### src/rtl/md_pkg.sv
// ---------------------------------------------------------------------------
// md_pkg
//   Shared definitions for the HI/LO multiply-divide issue controller:
//   MD op codes as carried on ex_op / md_sel, default unit latencies,
//   controller state type and op-class decode helpers.
// ---------------------------------------------------------------------------
package md_pkg;

   localparam logic [3:0] MD_NONE  = 4'd0;
   localparam logic [3:0] MD_MULT  = 4'd1;
   localparam logic [3:0] MD_MULTU = 4'd2;
   localparam logic [3:0] MD_DIV   = 4'd3;
   localparam logic [3:0] MD_DIVU  = 4'd4;
   localparam logic [3:0] MD_MFHI  = 4'd5;
   localparam logic [3:0] MD_MFLO  = 4'd6;
   localparam logic [3:0] MD_MTHI  = 4'd7;
   localparam logic [3:0] MD_MTLO  = 4'd8;

   localparam int unsigned MUL_LAT = 5;
   localparam int unsigned DIV_LAT = 10;

   typedef enum logic {
      ST_IDLE = 1'b0,
      ST_RUN  = 1'b1
   } md_state_t;

   // mult/multu/div/divu: ops that occupy the unit for a latency window
   function automatic logic is_mdiv(input logic [3:0] op);
      return (op >= MD_MULT) && (op <= MD_DIVU);
   endfunction

   // ops that need a start strobe to the unit (timed ops plus HI/LO writes)
   function automatic logic is_md(input logic [3:0] op);
      return is_mdiv(op) || (op == MD_MTHI) || (op == MD_MTLO);
   endfunction

   function automatic logic is_div(input logic [3:0] op);
      return (op == MD_DIV) || (op == MD_DIVU);
   endfunction

endpackage

### src/rtl/md_lat_cnt.sv
// ---------------------------------------------------------------------------
// md_lat_cnt
//   Down-counter mirroring the multiply-divide unit's busy window.
//   Ports:
//     clk     in  rising-edge clock
//     reset   in  asynchronous, active-low reset
//     ld      in  load strobe (takes priority over decrement)
//     ld_val  in  value loaded on ld
//     dec     in  decrement by one (saturates at zero)
//     cnt     out current count
//     zero    out cnt == 0
// ---------------------------------------------------------------------------
module md_lat_cnt #(
   parameter int unsigned CW = 4
) (
   input  logic          clk,
   input  logic          reset,
   input  logic          ld,
   input  logic [CW-1:0] ld_val,
   input  logic          dec,
   output logic [CW-1:0] cnt,
   output logic          zero
);

   always_ff @(posedge clk or negedge reset) begin
      if (!reset) begin
         cnt <= '0;
      end else if (ld) begin
         cnt <= ld_val;
      end else if (dec && (cnt != '0)) begin
         cnt <= cnt - CW'(1);
      end
   end

   assign zero = (cnt == '0);

endmodule

### src/rtl/md_issue_ctrl.sv
// ---------------------------------------------------------------------------
// md_issue_ctrl
//   EX-stage issue/hazard controller in front of the HI/LO multiply-divide
//   unit. Decodes the EX op, drives the unit's start/sel/operand/enable,
//   tracks the unit's busy window with a latency counter and stalls IF/ID
//   while an MD-class instruction in ID would collide with a running op.
//
//   Optional feature: define MD_DIV0_GUARD_EN to block div/divu with a zero
//   divisor and report it with a one-cycle div0 pulse. Undefined: div0 = 0.
//
//   Ports:
//     clk        in   rising-edge clock
//     reset      in   asynchronous, active-low reset
//     id_md_use  in   ID instr is mult/div/mfhi/mflo/mthi/mtlo
//     ex_valid   in   EX slot holds a live instruction
//     ex_op      in   EX MD op code (md_pkg MD_*)
//     ex_a/ex_b  in   forwarded rs/rt values
//     ex_flush   in   exception/interrupt kills the EX instr this cycle
//     md_start   out  start strobe to MD unit
//     md_clr     out  issue enable to MD unit (0 = killed)
//     md_sel     out  op code to MD unit (0 when EX empty)
//     md_a/md_b  out  operands to MD unit
//     stall      out  freeze PC and IF/ID, bubble into ID/EX
//     md_busy    out  registered busy (count != 0)
//     div0       out  divide-by-zero pulse (guard build only)
// ---------------------------------------------------------------------------
module md_issue_ctrl #(
   parameter int unsigned W       = 32,
   parameter int unsigned MUL_LAT = md_pkg::MUL_LAT,
   parameter int unsigned DIV_LAT = md_pkg::DIV_LAT
) (
   input  logic         clk,
   input  logic         reset,
   input  logic         id_md_use,
   input  logic         ex_valid,
   input  logic [3:0]   ex_op,
   input  logic [W-1:0] ex_a,
   input  logic [W-1:0] ex_b,
   input  logic         ex_flush,
   output logic         md_start,
   output logic         md_clr,
   output logic [3:0]   md_sel,
   output logic [W-1:0] md_a,
   output logic [W-1:0] md_b,
   output logic         stall,
   output logic         md_busy,
   output logic         div0
);

   import md_pkg::*;

   localparam int unsigned CW = $clog2(DIV_LAT + 1);

   md_state_t     state, state_nxt;
   logic [CW-1:0] cnt;
   logic          cnt_zero;
   logic          ex_mdiv;
   logic          div0_blk;
   logic          issue_ld;
   logic [CW-1:0] ld_val;

   // zero-divisor block: a guarded div never reaches the unit
`ifdef MD_DIV0_GUARD_EN
   assign div0_blk = ex_valid & is_div(ex_op) & (ex_b == '0);
`else
   assign div0_blk = 1'b0;
`endif

   assign ex_mdiv  = ex_valid & is_mdiv(ex_op);
   assign issue_ld = ex_mdiv & ~ex_flush & ~div0_blk & (state == ST_IDLE);
   assign ld_val   = is_div(ex_op) ? CW'(DIV_LAT) : CW'(MUL_LAT);

   md_lat_cnt #(
      .CW (CW)
   ) u_lat_cnt (
      .clk    (clk),
      .reset  (reset),
      .ld     (issue_ld),
      .ld_val (ld_val),
      .dec    (state == ST_RUN),
      .cnt    (cnt),
      .zero   (cnt_zero)
   );

   always_ff @(posedge clk or negedge reset) begin
      if (!reset) begin
         state <= ST_IDLE;
      end else begin
         state <= state_nxt;
      end
   end

   // leave RUN on the edge where the unit commits HI/LO (cnt == 1)
   always_comb begin
      state_nxt = state;
      case (state)
         ST_IDLE: if (issue_ld) state_nxt = ST_RUN;
         ST_RUN:  if (cnt == CW'(1)) state_nxt = ST_IDLE;
         default: state_nxt = ST_IDLE;
      endcase
   end

   assign md_start = ex_valid & is_md(ex_op) & ~div0_blk;
   assign md_clr   = ~ex_flush;
   assign md_sel   = ex_valid ? ex_op : MD_NONE;
   assign md_a     = ex_a;
   assign md_b     = ex_b;
   assign md_busy  = ~cnt_zero;

   // the EX term covers the unit's combinational busy in the start cycle
   assign stall = id_md_use & ((state == ST_RUN) | (ex_mdiv & ~ex_flush));

`ifdef MD_DIV0_GUARD_EN
   always_ff @(posedge clk or negedge reset) begin
      if (!reset) begin
         div0 <= 1'b0;
      end else begin
         div0 <= div0_blk & ~ex_flush;
      end
   end
`else
   assign div0 = 1'b0;
`endif

endmodule

### config.mk
export PLATFORM = sky130hd
export DESIGN_NAME = md_issue_ctrl
export DESIGN_NICKNAME = d
export VERILOG_FILES = /design/src/rtl/md_pkg.sv /design/src/rtl/md_lat_cnt.sv /design/src/rtl/md_issue_ctrl.sv
export SDC_FILE = /design/constraint.sdc
export NUM_CORES = 1
export LEC_CHECK = 0
export ABC_AREA = 1
export CAP_MARGIN = 20
export CORE_UTILIZATION = 25
export DETAILED_ROUTE_END_ITERATION = 12
export HOLD_SLACK_MARGIN = 0.08
export PLACE_DENSITY = 0.95
export SETUP_SLACK_MARGIN = 0.3
export SYNTH_ARGS = -nofsm -noshare
export SYNTH_HDL_FRONTEND = slang
export SYNTH_SLANG_ARGS = --single-unit
export TNS_END_PERCENT = 10
### constraint.sdc
create_clock -name clk -period 2.85 [get_ports clk]
set_clock_uncertainty 0.15 [all_clocks]
set_input_delay 0.855 -clock clk [delete_from_list [all_inputs] [get_ports clk]]
set_output_delay 0.855 -clock clk [all_outputs]
set_load 0.1 [all_outputs]
==> results.txt, run 1 <==
Yosys warns = 0
DR pass1 iterations = 3
Power density cells = 747.7 nW/um^2
P_leak = 0.5245 nW
Net count of the mapped netlist = 211
Global Route Usage Sum = 9.631%
Vias in the first global route = 681
Commonest non-fill, non-tap cell in the layout = nand2_1
R2R depth = 7
Port Buf Inserts = 16
Area delta synth->final = 4.591%
CTS Hold Bufs = 0
Worst path required time = 1.85 ns
CTS H-tree depth = 1
Initial Util = 26.40%
Worst min path class = flop to flop
Final net count = 186
HP Start = u_lat_cnt.cnt[1]
Outcome = finished clean
Via density = 4.013
Row count = 22
Largest net degree at the start of global routing = 11
Sum Neg Setup Slack = 0 ns
Synth Cell Area = 980.9 um^2
Commonest non-fill, non-tap cells in the layout = 21 x nand2_1, 19 x buf_4, 9 x buf_12, 8 x inv_1, 8 x nand3_1
Sequential cell area fraction in the yosys report = 12.76%
Later-pin clock latency in the skew report = 0.22 ns
Hold EP = u_lat_cnt.cnt[1]
Synth unique cells = 21
Die extent in x = 64.64 um
Antenna violations before repair = 0
Hold Fails Final Rpt = 0
WL/cell = 11.82 um
Final Util = 27.61%
Maxcap violations = 0
Origin of the critical flop-to-flop path = u_lat_cnt.cnt[0]
Cells after Synth = 135
Total gr overflow = 0
Drc violations = 0
Ant diodes = 0
DR iter-0 viols = 4
Clock Path Buffers = 2
TritonCTS clock tree = built
CTS buffer count = 3
Peak Freq = 371.4 MHz
RSZ-0062 raised after global routing = yes
Vias post-DR = 630
Worst Hold Depth = 2
First-pass GRT wire length = 2967 um
Die Area = 4178 um^2
WHS = 0.3609 ns
Worst EP arrival = 1.69 ns
RR Endpoint = u_lat_cnt.cnt[1]
Startpoint Class = primary input
WS Path Type = primary input to output pin
Max Slew Vio Count = 0
Final period utilization = 94.47%
Register bit total from synthesis = 5
Clock-pin slew of the registers on the worst-case setup and hold paths = 0.03 ns
Core area = 3716 um^2
Die height = 64.64 um
Final ANT Viol Nets = 0
Dpl hpwl = 1329 um
Top-level I/O count = 146
Tmin final = 2.693 ns
Peak supply drop = 209.6 uV
Post-Route WL = 1856 um
Final Wtd Congestion = 0.7939
Layout cells sized above 1 = 49.54%
Mean post-synth cell area = 7.266 um^2
Worst Path Max Fanout = 4
R2r setup slk = 1.34 ns
Clk sinks = 5
Crit end category = output pin
Final setup viols = 0
Clock root cell = clkbuf_8
-- per-layer routing --
layer	wire length, um	share of wire [%]	track usage, %
met3	208	11	4.401
met1	648	35	7.895
met5	0	0	0
met2	863	46	14.74
met4	136	7.3	13.61
-- area by class of cell --
cell class / instances / area [um^2]
fillers: 380 / 2690
flip-flops and latches: 5 / 125.1
inverters: 12 / 48.80
multi-input cells: 53 / 366.6
well taps: 48 / 60.06
repair buffers: 35 / 380.4
clock buffers: 4 / 45.04
-- what timing repair did --
action / in CTS / in global routing
setup buffers: 11 / 1
endpoints found under the hold margin: 0 / 0
gates resized for setup: 32 / 5
gates cloned: 0 / 0
pin swaps: 8 / 5
setup endpoints to repair: 7 / 6
-- power breakdown --
group / leakage, nW / internal (W) / switching [W]
Combinational: 0.440 / 0.000190 / 0.000303
Clock: 0.0228 / 0.0000958 / 0.0000319
Sequential: 0.0621 / 0.000108 / 0.0000386
-- state kept, by name, indices dropped and copies added (netlist names) --
name / count
state: 1
u_lat_cnt.cnt: 4
-- worst max-delay path by stage --
stage               startpoint        to  slack (ns)  depth (start not counted)
CTS                   ex_flush     stall        0.14                          8
floorplan             ex_flush     stall       -0.08                          6
detailed placement    ex_op[0]  md_start       -0.28                          7
global route          ex_op[0]  md_start        0.13                          7
global placement      ex_op[0]  md_start       -0.25                          7
finish                ex_op[0]  md_start        0.16                          7
-- cell families (layout without fill, tap and decap cells) --
group	after synthesis	after routing	synth area share, %
buffers and inverters	77	51	54.34
AND/OR/NAND/NOR	43	43	24.23
flip-flops	5	5	12.76
AO/OA/AOI/OAI	4	4	2.678
adder cells (fa/ha/maj)	3	3	3.827
XOR/XNOR	2	2	1.786
other	1	1	0.3823
-- worst max-delay path, cell delays in order --
cell and delay (ns):
buf_12 0.11, o21ai_4 0.17, inv_2 0.08, nand2_2 0.06, nand3_2 0.07, a21oi_4 0.15
buf_12 0.19
-- metrics by stage --
stage / total power, W / instance area, um^2 / cells / setup slack (ns)
floorplan: 0.0008965 / 1003 / 135 / -0.07829
global placement: 0.0006017 / 868.3 / 141 / -0.2542
detailed placement: 0.0006210 / 868.3 / 141 / -0.2755
CTS: 0.0007660 / 1005 / 156 / 0.1389
global route: 0.0008301 / 1026 / 157 / 0.1265
finish: 0.0007671 / 1026 / 157 / 0.1575
-- synthesized netlist by cell type --
cell	n	share of area, %
inv_1	10	3.8
nor2_1	2	0.77
buf_4	65	50
nor2_4	2	2.3
o21ai_1	1	0.51
o21ai_2	1	0.89
conb_1	1	0.38
xor2_1	2	1.8
inv_2	2	0.77
nor3b_1	1	0.77
nand4_4	1	2.2
o21a_1	1	0.77
ha_1	3	3.8
nand3_2	1	1.0
a21oi_1	1	0.51
nand2_4	2	2.3
nand2_1	22	8.4
nand3_1	9	4.6
nor2_2	1	0.64
nand2_2	2	1.3
dfrtp_1	5	13
No activity file was read; power rests on OpenSTA's default activity.
==> run 2: changes to the inputs <==
--- a/config.mk
+++ b/config.mk
@@ -7,6 +7,7 @@
 export LEC_CHECK = 0
 export ABC_AREA = 1
 export CAP_MARGIN = 20
+export CORE_ASPECT_RATIO = 1.25
 export CORE_UTILIZATION = 25
 export DETAILED_ROUTE_END_ITERATION = 12
 export HOLD_SLACK_MARGIN = 0.08
==> run 2 against run 1 <==
Global-route usage down 0.28 points. The flow now finishes with violations (DRC). Largest power group unchanged. Total power up 0.89%. Non-clock buffer count down 4. Sequential power about the same. Die area about the same. Combinational power down 1%. Worst setup slack better by 0.0077 ns.
==> results.txt, run 2 (synthesis results as in run 1) <==
Outcome = finished with violations
Failing checks = DRC
Final setup viols = 0 (unchanged)
Most flop-heavy register = u_lat_cnt.cnt
Total gr overflow = 0 (unchanged)
Die height = 72.04 um (+11%)
Placed insts = 134 (-5.0%)
Via density = 4.414 (+10%)
Final Util = 26.17% (-1.4 points)
Ant diodes = 0 (unchanged)
Worst Path Max Fanout = 4 (unchanged)
Clk sinks = 5 (unchanged)
Final Wtd Congestion = 0.8106 (+2.1%)
CTS H-tree depth = 1 (unchanged)
Post-Route WL = 1984 um (+6.9%)
Fillers = 382 (+0.53%)
Critical path cell sequence = buf_8 > o21ai_4 > inv_2 > nand2_2 > nand3_2 > a21oi_4 > buf_12
Max Slew Vio Count = 0 (unchanged)
DR pass1 iterations = 9 (+6)
Largest regs = u_lat_cnt.cnt: 4 flops, state: 1 flops
Clock-pin slew of the registers on the worst-case setup and hold paths = 0.04 ns (about the same)
Final period utilization = 94.21% (-0.27 points)
Startpoint Class = primary input
Clock Path Buffers = 2 (unchanged)
P_leak = 0.5009 nW (-4.5%)
CTS Hold Bufs = 0 (unchanged)
Worst EP arrival = 1.68 ns (about the same)
Total power = 0.0007740 W (+0.89%)
Sum Neg Setup Slack = 0 ns (unchanged)
First-pass GRT wire length = 2842 um (-4.2%)
Global Route Usage Sum = 9.349% (-0.28 points)
Non-Filler Instances = 145 (-7.6%)
Later-pin clock latency in the skew report = 0.23 ns (about the same)
WHS = 0.3765 ns (+0.01557 ns)
Maxcap violations = 0 (unchanged)
Core area = 3754 um^2 (+1.0%)
Final ANT Viol Nets = 0 (unchanged)
TritonCTS clock tree = built
CTS buffer count = 3 (unchanged)
WS Path Type = primary input to output pin
DR iter-0 viols = 30 (+26)
Drc violations = 9 (+9)
Port Buf Inserts = 16 (unchanged)
Final net count = 182 (-2.2%)
Die Area = 4180 um^2 (about the same)
Vias post-DR = 640 (+1.6%)
Layout cells sized above 1 = 47.62% (-1.9 points)
Die extent in x = 58.03 um (-10%)
Worst Path Buf+Inv = 3 (unchanged)
Commonest non-fill, non-tap cell in the layout = nand2_1
Commonest non-fill, non-tap cells in the layout = 21 x nand2_1, 15 x buf_4, 8 x inv_1, 8 x nand3_1, 8 x buf_12
Worst min path class = flop to flop
Power density cells = 788.0 nW/um^2 (+5.4%)
Hold Fails Final Rpt = 0 (unchanged)
Tmin final = 2.685 ns (-0.007678 ns)
Worst path required time = 1.85 ns (about the same)
RSZ-0062 raised after global routing = yes
Max incr delay on CP = 0.19 ns (about the same)
WL/cell = 13.68 um (+16%)
Antenna violations before repair = 0 (unchanged)
Initial Util = 26.13% (-0.26 points)
Clock root cell = clkbuf_8
Row count = 25 (+14%)
Max reg flops = 4 (unchanged)
Peak supply drop = 176.9 uV (-16%)
Peak Freq = 372.5 MHz (+0.29%)
Area delta synth->final = 0.1275%
Largest net degree at the start of global routing = 11 (unchanged)
Dpl hpwl = 1427 um (+7.4%)
Worst path slowest cell = buf_12
Vias in the first global route = 695 (+2.1%)
Crit path max-delay family = buffers and inverters
Crit end category = output pin
Top-level I/O count = 146 (unchanged)
[run 2: path summary, 6_finish.rpt]
check | startpoint | end | slack (ns) | cells after the start
worst max-delay path | ex_op[0] | md_start | 0.17 | 7
worst max register to register | u_lat_cnt.cnt[0] | u_lat_cnt.cnt[3] | 1.36 | 7
worst min register to register | u_lat_cnt.cnt[1] | u_lat_cnt.cnt[1] | 0.38 | 2
max in group asynchronous | reset | u_lat_cnt.cnt[3] | 1.65 | 1
min in group asynchronous | reset | state | 0.70 | 1
worst min-delay path | u_lat_cnt.cnt[1] | u_lat_cnt.cnt[1] | 0.38 | 2
[run 2: routing by layer]
layer  vias up  GRT usage (%)  wire length [um]
met1       279          5.556               522
met2        45          16.09               954
met5         -              0                 0
met3        32          4.456               267
met4         0          13.76               238
li1        284              -                 -
[run 2: worst min-delay path, cell delays in order (launching register included)]
cell	delay, ns
dfrtp_1	0.35
nand3_1	0.08
nand2_1	0.07
[run 2: where the power goes]
part / internal [W] / switching, W
sequential: 0.000108 / 0.0000401
combinational: 0.000187 / 0.000299
clock: 0.0000967 / 0.0000429
[run 2: per-stage QoR]
step	worst slack, ns	instance area, um^2
floorplan	-0.07829	1003
global placement	-0.2477	865.8
detailed placement	-0.2959	865.8
CTS	0.1372	978.4
global route	0.1182	982.2
finish	0.1651	982.2
[run 2: timing repair]
| item | CTS | global route |
|---|---|---|
| buffers inserted | 7 | 0 |
| setup endpoints to repair | 7 | 2 |
| gates cloned | 0 | 0 |
| resized for setup | 33 | 1 |
| pin swaps | 7 | 3 |
[run 2: area by class of cell]
type	count	area (um^2)	area share [%]
Multi-Input combinational cell	53	361.6	36.82
Timing Repair Buffer	31	351.6	35.80
Sequential cell	5	125.1	12.74
Tap cell	40	50.05	5.096
Inverter	12	48.80	4.968
Clock buffer	4	45.04	4.586
